--- src/rtl/gate_sequencer_if.sv ---
// Control bundle between the gate sequencer and the counter/display chain.
// master = sequencer side, slave = counter, display and operator-control side.
interface gate_sequencer_if;
    logic       run;
    logic [1:0] range_sel;
    logic       auto_en;
    logic       ovf;
    logic       msd_zero;
    logic       cnt_clr;
    logic       gate;
    logic       latch;
    logic [1:0] range;
    logic [1:0] dp_pos;
    logic       overrange;
    logic       busy;

    modport master (
        input  run, range_sel, auto_en, ovf, msd_zero,
        output cnt_clr, gate, latch, range, dp_pos, overrange, busy
    );

    modport slave (
        output run, range_sel, auto_en, ovf, msd_zero,
        input  cnt_clr, gate, latch, range, dp_pos, overrange, busy
    );
endinterface

--- src/rtl/gate_sequencer.sv ---
// Measurement sequencer for the frequency counter: clear -> gate -> drain -> latch -> hold.
// Define AUTORANGE_EN to compile in gate-time autoranging (auto_en selects it at run time).
module gate_sequencer #(
    parameter int GATE_CYC = 50_000_000,
    parameter int HOLD_CYC = 25_000_000,
    parameter int CW       = 26
) (
    input logic              clk,
    input logic              reset_n,
    gate_sequencer_if.master bus
);

    typedef enum logic [2:0] {IDLE, CLR, GATE, DRAIN, LATCH, HOLD} state_t;

    localparam logic [CW-1:0] GATE_LD0 = CW'(GATE_CYC - 1);
    localparam logic [CW-1:0] GATE_LD1 = CW'(GATE_CYC / 10 - 1);
    localparam logic [CW-1:0] GATE_LD2 = CW'(GATE_CYC / 100 - 1);
    localparam logic [CW-1:0] HOLD_LD  = CW'(HOLD_CYC - 1);
    localparam logic [CW-1:0] ONE      = CW'(1);

    function automatic logic [1:0] clamp_range(input logic [1:0] sel);
        return (sel == 2'd3) ? 2'd2 : sel;
    endfunction

    function automatic logic [CW-1:0] gate_load(input logic [1:0] r);
        case (r)
            2'd0:    return GATE_LD0;
            2'd1:    return GATE_LD1;
            default: return GATE_LD2;
        endcase
    endfunction

    state_t        state;
    logic [CW-1:0] cnt;
    logic [1:0]    range_q;
    logic [1:0]    nxt_range;
    logic          ovf_seen;
    logic          upshift_q;
    logic          cnt_clr_q, gate_q, latch_q, overrange_q, busy_q;
    logic          ovf_p0, ovf_p1, ovf_p2;
    logic          ovf_hit;
    logic          auto_on;
    logic [1:0]    load_range;
    logic          dec_latch, dec_over, dec_up;
    logic [1:0]    dec_range;

    // ovf is an asynchronous level: two synchroniser flops, a third for rising-edge detect
    always_ff @(posedge clk or negedge reset_n) begin
        if (!reset_n) begin
            ovf_p0 <= 1'b0;
            ovf_p1 <= 1'b0;
            ovf_p2 <= 1'b0;
        end else begin
            ovf_p0 <= bus.ovf;
            ovf_p1 <= ovf_p0;
            ovf_p2 <= ovf_p1;
        end
    end

    assign ovf_hit = ovf_seen | (ovf_p1 & ~ovf_p2 & ((state == GATE) | (state == DRAIN)));

`ifdef AUTORANGE_EN
    assign auto_on = bus.auto_en;

    always_comb begin
        dec_latch = 1'b1;
        dec_over  = ovf_hit;
        dec_up    = 1'b0;
        dec_range = range_q;
        if (auto_on) begin
            if (ovf_hit && range_q != 2'd2) begin
                dec_latch = 1'b0;
                dec_over  = overrange_q;
                dec_up    = 1'b1;
                dec_range = range_q + 2'd1;
            end else if (!ovf_hit && bus.msd_zero && range_q != 2'd0) begin
                dec_range = range_q - 2'd1;
            end
        end
    end
`else
    logic unused_inputs;

    assign unused_inputs = bus.auto_en ^ bus.msd_zero;
    assign auto_on       = 1'b0;
    assign dec_latch     = 1'b1;
    assign dec_over      = ovf_hit;
    assign dec_up        = 1'b0;
    assign dec_range     = range_q;
`endif

    assign load_range = auto_on ? nxt_range : clamp_range(bus.range_sel);

    // Outputs are registered from the state being entered, so each strobe lines up with its state.
    // The latch decision is therefore taken on the DRAIN->LATCH edge.
    always_ff @(posedge clk or negedge reset_n) begin
        if (!reset_n) begin
            state       <= IDLE;
            cnt         <= '0;
            range_q     <= 2'd0;
            nxt_range   <= 2'd0;
            ovf_seen    <= 1'b0;
            upshift_q   <= 1'b0;
            cnt_clr_q   <= 1'b0;
            gate_q      <= 1'b0;
            latch_q     <= 1'b0;
            overrange_q <= 1'b0;
            busy_q      <= 1'b0;
        end else begin
            cnt_clr_q <= 1'b0;
            latch_q   <= 1'b0;
            ovf_seen  <= ovf_hit;
            case (state)
                IDLE: begin
                    if (bus.run) begin
                        state     <= CLR;
                        cnt_clr_q <= 1'b1;
                        busy_q    <= 1'b1;
                        range_q   <= load_range;
                    end
                end
                CLR: begin
                    state    <= GATE;
                    gate_q   <= 1'b1;
                    cnt      <= gate_load(range_q);
                    ovf_seen <= 1'b0;
                end
                GATE: begin
                    if (cnt == '0) begin
                        state  <= DRAIN;
                        gate_q <= 1'b0;
                        cnt    <= ONE;
                    end else begin
                        cnt <= cnt - ONE;
                    end
                end
                DRAIN: begin
                    if (cnt == '0) begin
                        state     <= LATCH;
                        latch_q   <= dec_latch;
                        upshift_q <= dec_up;
                        nxt_range <= dec_range;
                        if (dec_latch) overrange_q <= dec_over;
                    end else begin
                        cnt <= cnt - ONE;
                    end
                end
                LATCH: begin
                    upshift_q <= 1'b0;
                    if (upshift_q) begin
                        state     <= CLR;
                        cnt_clr_q <= 1'b1;
                        range_q   <= load_range;
                    end else begin
                        state <= HOLD;
                        cnt   <= HOLD_LD;
                    end
                end
                HOLD: begin
                    if (cnt != '0) begin
                        cnt <= cnt - ONE;
                    end else if (bus.run) begin
                        state     <= CLR;
                        cnt_clr_q <= 1'b1;
                        range_q   <= load_range;
                    end else begin
                        state  <= IDLE;
                        busy_q <= 1'b0;
                    end
                end
                default: begin
                    state  <= IDLE;
                    gate_q <= 1'b0;
                    busy_q <= 1'b0;
                end
            endcase
        end
    end

    assign bus.cnt_clr   = cnt_clr_q;
    assign bus.gate      = gate_q;
    assign bus.latch     = latch_q;
    assign bus.range     = range_q;
    assign bus.dp_pos    = range_q;
    assign bus.overrange = overrange_q;
    assign bus.busy      = busy_q;

endmodule
--- src/flat_wrapper.sv ---
// flat-port wrapper written by rule: the top's interface ports become plain ports
module gate_sequencer_flat 
#(
    parameter int GATE_CYC = 50_000_000,
    parameter int HOLD_CYC = 25_000_000,
    parameter int CW       = 26
)
  (clk, reset_n, bus_run, bus_range_sel, bus_auto_en, bus_ovf, bus_msd_zero, bus_cnt_clr, bus_gate, bus_latch, bus_range, bus_dp_pos, bus_overrange, bus_busy);
  gate_sequencer_if bus_i ();
  input logic clk;
  input logic reset_n;
  input wire logic [$bits(bus_i.run)-1:0] bus_run;
  input wire logic [$bits(bus_i.range_sel)-1:0] bus_range_sel;
  input wire logic [$bits(bus_i.auto_en)-1:0] bus_auto_en;
  input wire logic [$bits(bus_i.ovf)-1:0] bus_ovf;
  input wire logic [$bits(bus_i.msd_zero)-1:0] bus_msd_zero;
  output wire logic [$bits(bus_i.cnt_clr)-1:0] bus_cnt_clr;
  output wire logic [$bits(bus_i.gate)-1:0] bus_gate;
  output wire logic [$bits(bus_i.latch)-1:0] bus_latch;
  output wire logic [$bits(bus_i.range)-1:0] bus_range;
  output wire logic [$bits(bus_i.dp_pos)-1:0] bus_dp_pos;
  output wire logic [$bits(bus_i.overrange)-1:0] bus_overrange;
  output wire logic [$bits(bus_i.busy)-1:0] bus_busy;
  assign bus_i.run = bus_run;
  assign bus_i.range_sel = bus_range_sel;
  assign bus_i.auto_en = bus_auto_en;
  assign bus_i.ovf = bus_ovf;
  assign bus_i.msd_zero = bus_msd_zero;
  assign bus_cnt_clr = bus_i.cnt_clr;
  assign bus_gate = bus_i.gate;
  assign bus_latch = bus_i.latch;
  assign bus_range = bus_i.range;
  assign bus_dp_pos = bus_i.dp_pos;
  assign bus_overrange = bus_i.overrange;
  assign bus_busy = bus_i.busy;
  gate_sequencer #(.GATE_CYC(GATE_CYC), .HOLD_CYC(HOLD_CYC), .CW(CW)) u_core (.clk(clk), .reset_n(reset_n), .bus(bus_i));
endmodule
--- config.mk ---
export PLATFORM = sky130hd
export DESIGN_NAME = gate_sequencer_flat
export DESIGN_NICKNAME = d
export VERILOG_FILES = /design/src/rtl/gate_sequencer_if.sv /design/src/rtl/gate_sequencer.sv /design/src/flat_wrapper.sv
export SDC_FILE = /design/constraint.sdc
export NUM_CORES = 1
export LEC_CHECK = 0
export BUFFER_PORTS_ARGS = -buffer_cell sky130_fd_sc_hd__buf_2
export CAP_MARGIN = 20
export CORE_MARGIN = 2
export CORE_UTILIZATION = 45
export DETAILED_ROUTE_END_ITERATION = 8
export HOLD_SLACK_MARGIN = 0.08
export PLACE_DENSITY = 0.61
export SYNTH_ARGS = -nofsm -noshare
export SYNTH_HDL_FRONTEND = slang
export SYNTH_SLANG_ARGS = --single-unit
--- constraint.sdc ---
create_clock -name clk -period 3.3 [get_ports clk]
set_input_delay 0.165 -clock clk [delete_from_list [all_inputs] [get_ports clk]]
set_output_delay 0.165 -clock clk [all_outputs]
set_load 0.02 [all_outputs]
==> impl_metrics.ini, run 1 <==
[yosys]
yosysSeqAreaShare = 0.3863
synthFlopType = dfrtp_1
syn-cell-area_um2 = 2591
syn-num-nets = 311
ys_seq_elements = 40
synth_edf_count = 0
avgSynthCellArea_um2 = 8.666
synth_common_cells = 40 x dfrtp_1, 40 x o21ai_0, 34 x nor2_1
ys_warn_count = 0
synthCells = 299
yosys-top-cells-area = dfrtp_1 39%, o21ai_0 7.7%, nor2_1 4.9%
async_flop_share = 1.000
ys_types = 58
synth_top_cell_by_area = dfrtp_1
synth_top_area_frac = 0.3863

[cells_and_area]
synthToLayoutAreaGrowth_pct = 8.788
nets = 322
drive_gt1_frac = 0.1447
final.fill_count = 544
diodes = 0
final_core_util = 0.5088

[worst_setup_path]
cpLargestDelayFamily = simple AND/OR/NAND/NOR gates
critical_path_buf_inv_count = 2
crit_cells = 9
r2r_cells = 9
cp-start-kind = flip-flop
critPathMaxStageDelay_ns = 0.54
path_cells = inv_1 > ha_1 > nor4b_2 > nand4_4 > or3_4 > a21oi_4 > buf_4 > o21ai_1 > a221o_1
worstSetupPathType = reg2reg
cpMaxStageDelayCell = or3_4
endpoint_kind = flip-flop
crit_fanout = 14
cp.required_ns = 3.49
rrSetupSlack_ns = 0.49
crit_arrival_ns = 2.99

[timing]
rsz0062_at_grt = no
clock_skew_ns = 0.006920
period_needed_ns = 2.807
tightest_slew_ns = 0.9329
final_max_slew_viol_count = 0
relSlewSlack = 0.3715
max_freq_mhz = 356.3
fin_crit_sh = 0.8506
holdWs_ns = 0.1581
setup-tns-final_ns = 0
final-hold-violation-count = 0
setup_viol = 0

[cts]
clk_pin_slew_ns = 0.08
cts_buffers = 5
clockBufferDepth = 2
tritoncts = done
cts_setup_buffers = 0
cts.sinks = 40
cts.repair.resized = 0
clock_latency_ns = 0.30
htree_num_levels = 2
ctsHoldBuffers = 2
cts_root_buffer = clkbuf_8

[global_route]
grt-ovfl-total = 0
grt_pass1_vias = 2312
antenna_found_initial = 0
grt_max_degree = 41
track_usage = 0.2292
grt_pass1_wl_mm = 11.39

[route]
drt_wl_total_mm = 6.577
antenna_left = 0
routed-via-count = 2324
dr.pass1.iters = 4
drt_iter0_drc = 148
post-route-drc-count = 0
drt-wirelength-per-cell_um = 17.17
via_per_inst = 6.068

[placement]
gp_congestion = 0.8680
port_buffers = 14
hpwl_mm = 4.604

[pwr]
pwr_density_cell_nw_per_um2 = 323.9
ir_worst_vdd_mv = 0.2977
power.total_mw = 0.9131
leakagePower_nw = 1.128

[floorplanning]
die_x_um = 79.89
row_count = 27
dieArea_um2 = 6382
core_um2 = 5540
start_util = 0.4677
top_level_ports = 17
die_height_um = 79.89

[worst_hold_path]
hold_class = in2reg
worstHoldPathCells = 2

[run_status]
status = finished clean

[flow_run]
maxCapViolCount = 0
registers in the layout (all words and copies together) (netlist names):
signal	flops
u_core.bus.busy	1
u_core.bus.cnt_clr	1
u_core.bus.dp_pos	2
u_core.bus.gate	1
u_core.bus.latch	1
u_core.bus.overrange	1
u_core.cnt	26
u_core.ovf_p0	1
u_core.ovf_p1	1
u_core.ovf_p2	1
u_core.ovf_seen	1
u_core.state	3
per-stage QoR:
step	std cells	instance area (um2)	worst slack, ns
CTS	383	2819	0.4710
global route	383	2819	0.3133
finish	383	2819	0.4930
floorplan	299	2591	0.8787
global placement	373	2688	0.4890
detailed placement	373	2688	0.4631
cell usage in the layout, fill, tap and decap left out, drive strengths merged, types with 7 or more instances in the layout:
master / instances
a21oi: 16
inv: 7
dfrtp: 40
nor2: 34
o31ai: 8
o21ai: 42
nand2: 19
nor3: 24
or3: 7
buf: 23
a22o: 10
path summary, 6_finish.rpt:
kind,start,end
hold / removal,bus_range_sel[1],u_core.bus.dp_pos[1]
setup / recovery,u_core.cnt[0],u_core.cnt[5]
min in group asynchronous,reset_n,u_core.cnt[9]
setup reg to reg,u_core.cnt[0],u_core.cnt[5]
hold reg to reg,u_core.ovf_p0,u_core.ovf_p1
max in group asynchronous,reset_n,u_core.cnt[16]
power breakdown:
part / switching [mW] / total (mW) / leakage [nW] / internal (mW)
logic: 0.0119 / 0.0166 / 0.620 / 0.00463
registers: 0.000625 / 0.492 / 0.453 / 0.491
clock network: 0.181 / 0.404 / 0.0541 / 0.224
total: 0.193 / 0.913 / 1.13 / 0.720
cells by family (layout without fill, tap and decap cells):
family                   after synthesis  in the layout  share of synthesized area
AO/OA/AOI/OAI                        113            113                     0.2970
XOR/XNOR                               1              1                   0.003381
AND/OR/NAND/NOR                      111            111                     0.2279
buffers and inverters                 29             41                    0.06229
adder cells (fa/ha/maj)                4              4                    0.01932
flip-flops                            40             40                     0.3863
multiplexers                           1              1                   0.003863
metal layers:
layer,GRT usage,vias to the layer above,wire [um]
li1,-,1155,-
met1,0.3105,1095,3053
met2,0.3717,68,3156
met3,0.03167,6,309
met4,0.08475,0,58
met5,0,-,0
cell type report:
cell class	count	area, um2	share of cell area
clock buffers	5	68.82	0.02441
clock inverters	3	42.54	0.01509
inverters	8	30.03	0.01065
multi-input cells	230	1429	0.5069
flip-flops and latches	40	1001	0.3551
well taps	72	90.09	0.03196
repair buffers	25	157.7	0.05593
(Power assumes the default switching activity.)
==> run 2: changes to the inputs <==
--- a/config.mk
+++ b/config.mk
@@ -12,6 +12,7 @@
 export DETAILED_ROUTE_END_ITERATION = 8
 export HOLD_SLACK_MARGIN = 0.08
 export PLACE_DENSITY = 0.61
+export RECOVER_POWER = 50
 export SYNTH_ARGS = -nofsm -noshare
 export SYNTH_HDL_FRONTEND = slang
 export SYNTH_SLANG_ARGS = --single-unit
==> impl_metrics.ini, run 2 (synthesis results as in run 1) <==
[worst_setup_path]
critPathMaxStageDelay_ns = 0.54
crit_arrival_ns = 3.00
endpoint_kind = flip-flop
cpMaxStageDelayCell = or3_4
r2r_cells = 9
crit_fanout = 14
cpLargestDelayFamily = simple AND/OR/NAND/NOR gates
cp.required_ns = 3.48
path_cells = inv_1 > ha_1 > nor4b_2 > nand4_4 > or3_4 > a21oi_4 > buf_4 > o21ai_1 > a221o_1
critical_path_buf_inv_count = 2
rrSetupSlack_ns = 0.48
cp-start-kind = flip-flop
worstSetupPathType = reg2reg
crit_cells = 9

[route]
post-route-drc-count = 0
routed-via-count = 2362
via_per_inst = 6.167
dr.pass1.iters = 6
drt-wirelength-per-cell_um = 17.29
drt_iter0_drc = 169
antenna_left = 0
drt_wl_total_mm = 6.621

[timing]
clock_skew_ns = 0.006315
setup-tns-final_ns = 0
fin_crit_sh = 0.8553
rsz0062_at_grt = no
final_max_slew_viol_count = 41
setup_viol = 0
relSlewSlack = -0.4605
period_needed_ns = 2.822
final-hold-violation-count = 0
max_freq_mhz = 354.3
tightest_slew_ns = 2.191

[floorplanning]
die_height_um = 79.89
core_um2 = 5540
row_count = 27
dieArea_um2 = 6382
die_x_um = 79.89
start_util = 0.4677
top_level_ports = 17

[worst_hold_path]
worstHoldPathCells = 2
hold_class = in2reg

[cts]
cts.sinks = 40
tritoncts = done
cts.repair.resized = 0
clockBufferDepth = 2
cts_root_buffer = clkbuf_8
cts_buffers = 5
clock_latency_ns = 0.29
clk_pin_slew_ns = 0.08
htree_num_levels = 2

[global_route]
grt_pass1_vias = 2312
grt_pass1_wl_mm = 11.39
grt-ovfl-total = 0
grt_max_degree = 41
antenna_found_initial = 0
track_usage = 0.2292

[cells_and_area]
top_register = u_core.cnt
nets = 322
largest_reg_flops = 26
diodes = 0
drive_gt1_frac = 0.1125
final_area_um2 = 2806
final.fill_count = 552
synthToLayoutAreaGrowth_pct = 8.305
final_cell_mix = 40 x o21ai_0, 40 x dfrtp_1, 34 x nor2_1

[run_status]
violations = capacitance limit, slew limit
status = complete, but fails checks

[flow_run]
maxCapViolCount = 1

[pwr]
pwr_density_cell_nw_per_um2 = 324.5
leakagePower_nw = 1.088
ir_worst_vdd_mv = 0.2980

[placement]
port_buffers = 14
postPlaceCellArea_um2 = 2688
gp_congestion = 0.8680
hpwl_mm = 4.604
## run 2: through the flow
step	hold slack (ns)	util	instances	setup WS (ns)	power [mW]
4_1_cts	0.1513	0.5088	383	0.4710	0.9256
2_1_floorplan	-0.1306	-	299	0.8787	0.5037
5_1_grt	0.1775	0.5065	383	0.3133	0.9424
3_3_place_gp	0.2746	0.4851	373	0.4890	0.5177
6_report	0.1604	0.5065	383	0.4776	0.9106
3_5_place_dp	0.2749	0.4851	373	0.4631	0.5179
## run 2: report_power, final
group	switching [mW]	leakage [nW]	internal [mW]
logic	0.0119	0.581	0.00446
clock network	0.178	0.0541	0.224
registers	0.000626	0.453	0.492
total	0.191	1.09	0.720
## run 2: final cells by class
type                    count  area [um2]  share of cell area
flip-flops and latches     40        1001              0.3567
clock inverters             3       42.54             0.01516
clock buffers               5       68.82             0.02452
inverters                   8       30.03             0.01070
well taps                  72       90.09             0.03210
repair buffers             25       145.1             0.05172
multi-input cells         230        1429              0.5091
## run 2: worst paths after layout
path	startpoint	endpoint
min reg2reg	u_core.ovf_p0	u_core.ovf_p1
min	bus_range_sel[1]	u_core.bus.dp_pos[1]
max in group asynchronous	reset_n	u_core.cnt[16]
min in group asynchronous	reset_n	u_core.cnt[9]
max	u_core.cnt[0]	u_core.cnt[5]
max reg2reg	u_core.cnt[0]	u_core.cnt[5]
## run 2: timing repair
item	CTS	global route
endpoints found under the hold margin	41	0
hold buffers	2	0
setup buffers	0	0
## run 2: worst reg2reg max path: cells and delay by family, from the launching register on
| family | cells | cell delay (ns) |
|---|---|---|
| AO/OA/AOI/OAI | 3 | 0.65 |
| adder cells (fa/ha/maj) | 1 | 0.21 |
| buffers and inverters | 2 | 0.36 |
| flip-flops | 1 | 0.39 |
| AND/OR/NAND/NOR | 3 | 1.11 |
## run 2: layer usage
layer / vias to the layer above / share of wire / track usage
li1: 1150 / - / -
met1: 1124 / 0.48 / 0.3105
met2: 71 / 0.47 / 0.3717
met3: 17 / 0.034 / 0.03167
met4: 0 / 0.018 / 0.08475
met5: - / 0 / 0
==> run 3: changes to the inputs <==
--- a/config.mk
+++ b/config.mk
@@ -11,6 +11,7 @@
 export CORE_UTILIZATION = 45
 export DETAILED_ROUTE_END_ITERATION = 8
 export HOLD_SLACK_MARGIN = 0.08
+export MAX_ROUTING_LAYER = met4
 export PLACE_DENSITY = 0.61
 export RECOVER_POWER = 50
 export SYNTH_ARGS = -nofsm -noshare
==> impl_metrics.ini, run 3 (synthesis results as in run 1) <==
[placement]
hpwl_mm = 4.604
postPlaceCellArea_um2 = 2688
gp_congestion = 0.8821
port_buffers = 14
dp.cells = 373

[run_status]
violations = capacitance limit, slew limit
status = complete, but fails checks

[cells_and_area]
largest_reg_flops = 26
final_core_util = 0.5065
final_area_um2 = 2806
final_cell_mix = 40 x o21ai_0, 40 x dfrtp_1, 34 x nor2_1
fin_cells = 383
diodes = 0
top_register = u_core.cnt
synthToLayoutAreaGrowth_pct = 8.305
drive_gt1_frac = 0.1125
final.fill_count = 552
nets = 322

[floorplanning]
dieArea_um2 = 6382
top_level_ports = 17
core_um2 = 5540
die_x_um = 79.89
row_count = 27
die_height_um = 79.89
start_util = 0.4677

[timing]
final-hold-violation-count = 0
fin_crit_sh = 0.8549
max_freq_mhz = 354.5
final_max_slew_viol_count = 41
clock_skew_ns = 0.007437
period_needed_ns = 2.821
setup-tns-final_ns = 0
tightest_slew_ns = 2.213
setup_viol = 0
relSlewSlack = -0.4753
rsz0062_at_grt = no

[worst_setup_path]
endpoint_kind = flip-flop
path_cells = inv_1 > ha_1 > nor4b_2 > nand4_4 > or3_4 > a21oi_4 > buf_4 > o21ai_1 > a221o_1
crit_fanout = 14
cpMaxStageDelayCell = or3_4
cp-start-kind = flip-flop
worstSetupPathType = reg2reg
cp.required_ns = 3.49
crit_arrival_ns = 3.01
critPathMaxStageDelay_ns = 0.54

[global_route]
grt_pass1_vias = 2315
antenna_found_initial = 0
grt_pass1_wl_mm = 11.39
grt-ovfl-total = 0
grt_max_degree = 41
track_usage = 0.2357

[route]
post-route-drc-count = 0
drt_iter0_drc = 147
antenna_left = 0
drt_wl_total_mm = 6.642
routed-via-count = 2353
via_per_inst = 6.144
drt-wirelength-per-cell_um = 17.34
dr.pass1.iters = 5

[cts]
cts.sinks = 40
cts_buffers = 5
cts_root_buffer = clkbuf_8
clockBufferDepth = 2
cts_setup_buffers = 0
ctsHoldBuffers = 2
clk_pin_slew_ns = 0.08
htree_num_levels = 2
tritoncts = done
cts.repair.resized = 0
clock_latency_ns = 0.30

[pwr]
ir_worst_vdd_mv = 0.2981
pwr_density_cell_nw_per_um2 = 326.1
leakagePower_nw = 1.088

[flow_run]
maxCapViolCount = 1

[worst_hold_path]
hold_class = in2reg
run 3: cell counts in the layout (fill, tap and decap cells not counted):
No cell type changed its count.
run 3: layer usage:
metal	up-vias	wire, um	GRT usage	share of wire
li1	1149	-	-	-
met1	1135	3175	0.3120	0.48
met2	59	3153	0.3708	0.47
met3	10	218	0.03167	0.033
met4	0	95	0.08475	0.014
met5	-	0	-	0
run 3: through the flow:
| stage | hold WS, ns | total power, mW | setup slack [ns] |
|---|---|---|---|
| floorplan | -0.1306 | 0.5037 | 0.8787 |
| global placement | 0.2746 | 0.5177 | 0.4890 |
| detailed placement | 0.2749 | 0.5179 | 0.4631 |
| CTS | 0.1513 | 0.9256 | 0.4710 |
| global route | 0.1758 | 0.9436 | 0.3135 |
| finish | 0.1567 | 0.9151 | 0.4788 |
run 3: cell type report:
| cell class | count | area (um2) | share of cell area |
|---|---|---|---|
| Inverter | 8 | 30.03 | 0.01070 |
| Clock inverter | 3 | 42.54 | 0.01516 |
| Timing Repair Buffer | 25 | 145.1 | 0.05172 |
| Multi-Input combinational cell | 230 | 1429 | 0.5091 |
| Tap cell | 72 | 90.09 | 0.03210 |
| Sequential cell | 40 | 1001 | 0.3567 |
| Clock buffer | 5 | 68.82 | 0.02452 |
run 3: report_power, final:
part,internal [mW],switching (mW)
clock network,0.224,0.183
logic,0.00446,0.0120
registers,0.491,0.000626
run 3: worst max-delay path: cells and delay by family (launching register included):
family          cells  cell delay, ns
fa+ha+maj           1            0.21
simple gates        3            1.11
buf+inv             2            0.36
compound gates      3            0.65
flops               1            0.39
run 3: final timing paths:
kind	startpoint	to	slack (ns)	depth (start not counted)
min in group asynchronous	reset_n	u_core.cnt[23]	1.06	2
max in group asynchronous	reset_n	u_core.cnt[16]	0.98	2
worst max-delay path	u_core.cnt[0]	u_core.cnt[5]	0.48	9
worst max register to register	u_core.cnt[0]	u_core.cnt[5]	0.48	9
worst min-delay path	bus_range_sel[1]	u_core.bus.dp_pos[1]	0.16	2
worst min register to register	u_core.ovf_p0	u_core.ovf_p1	0.37	0
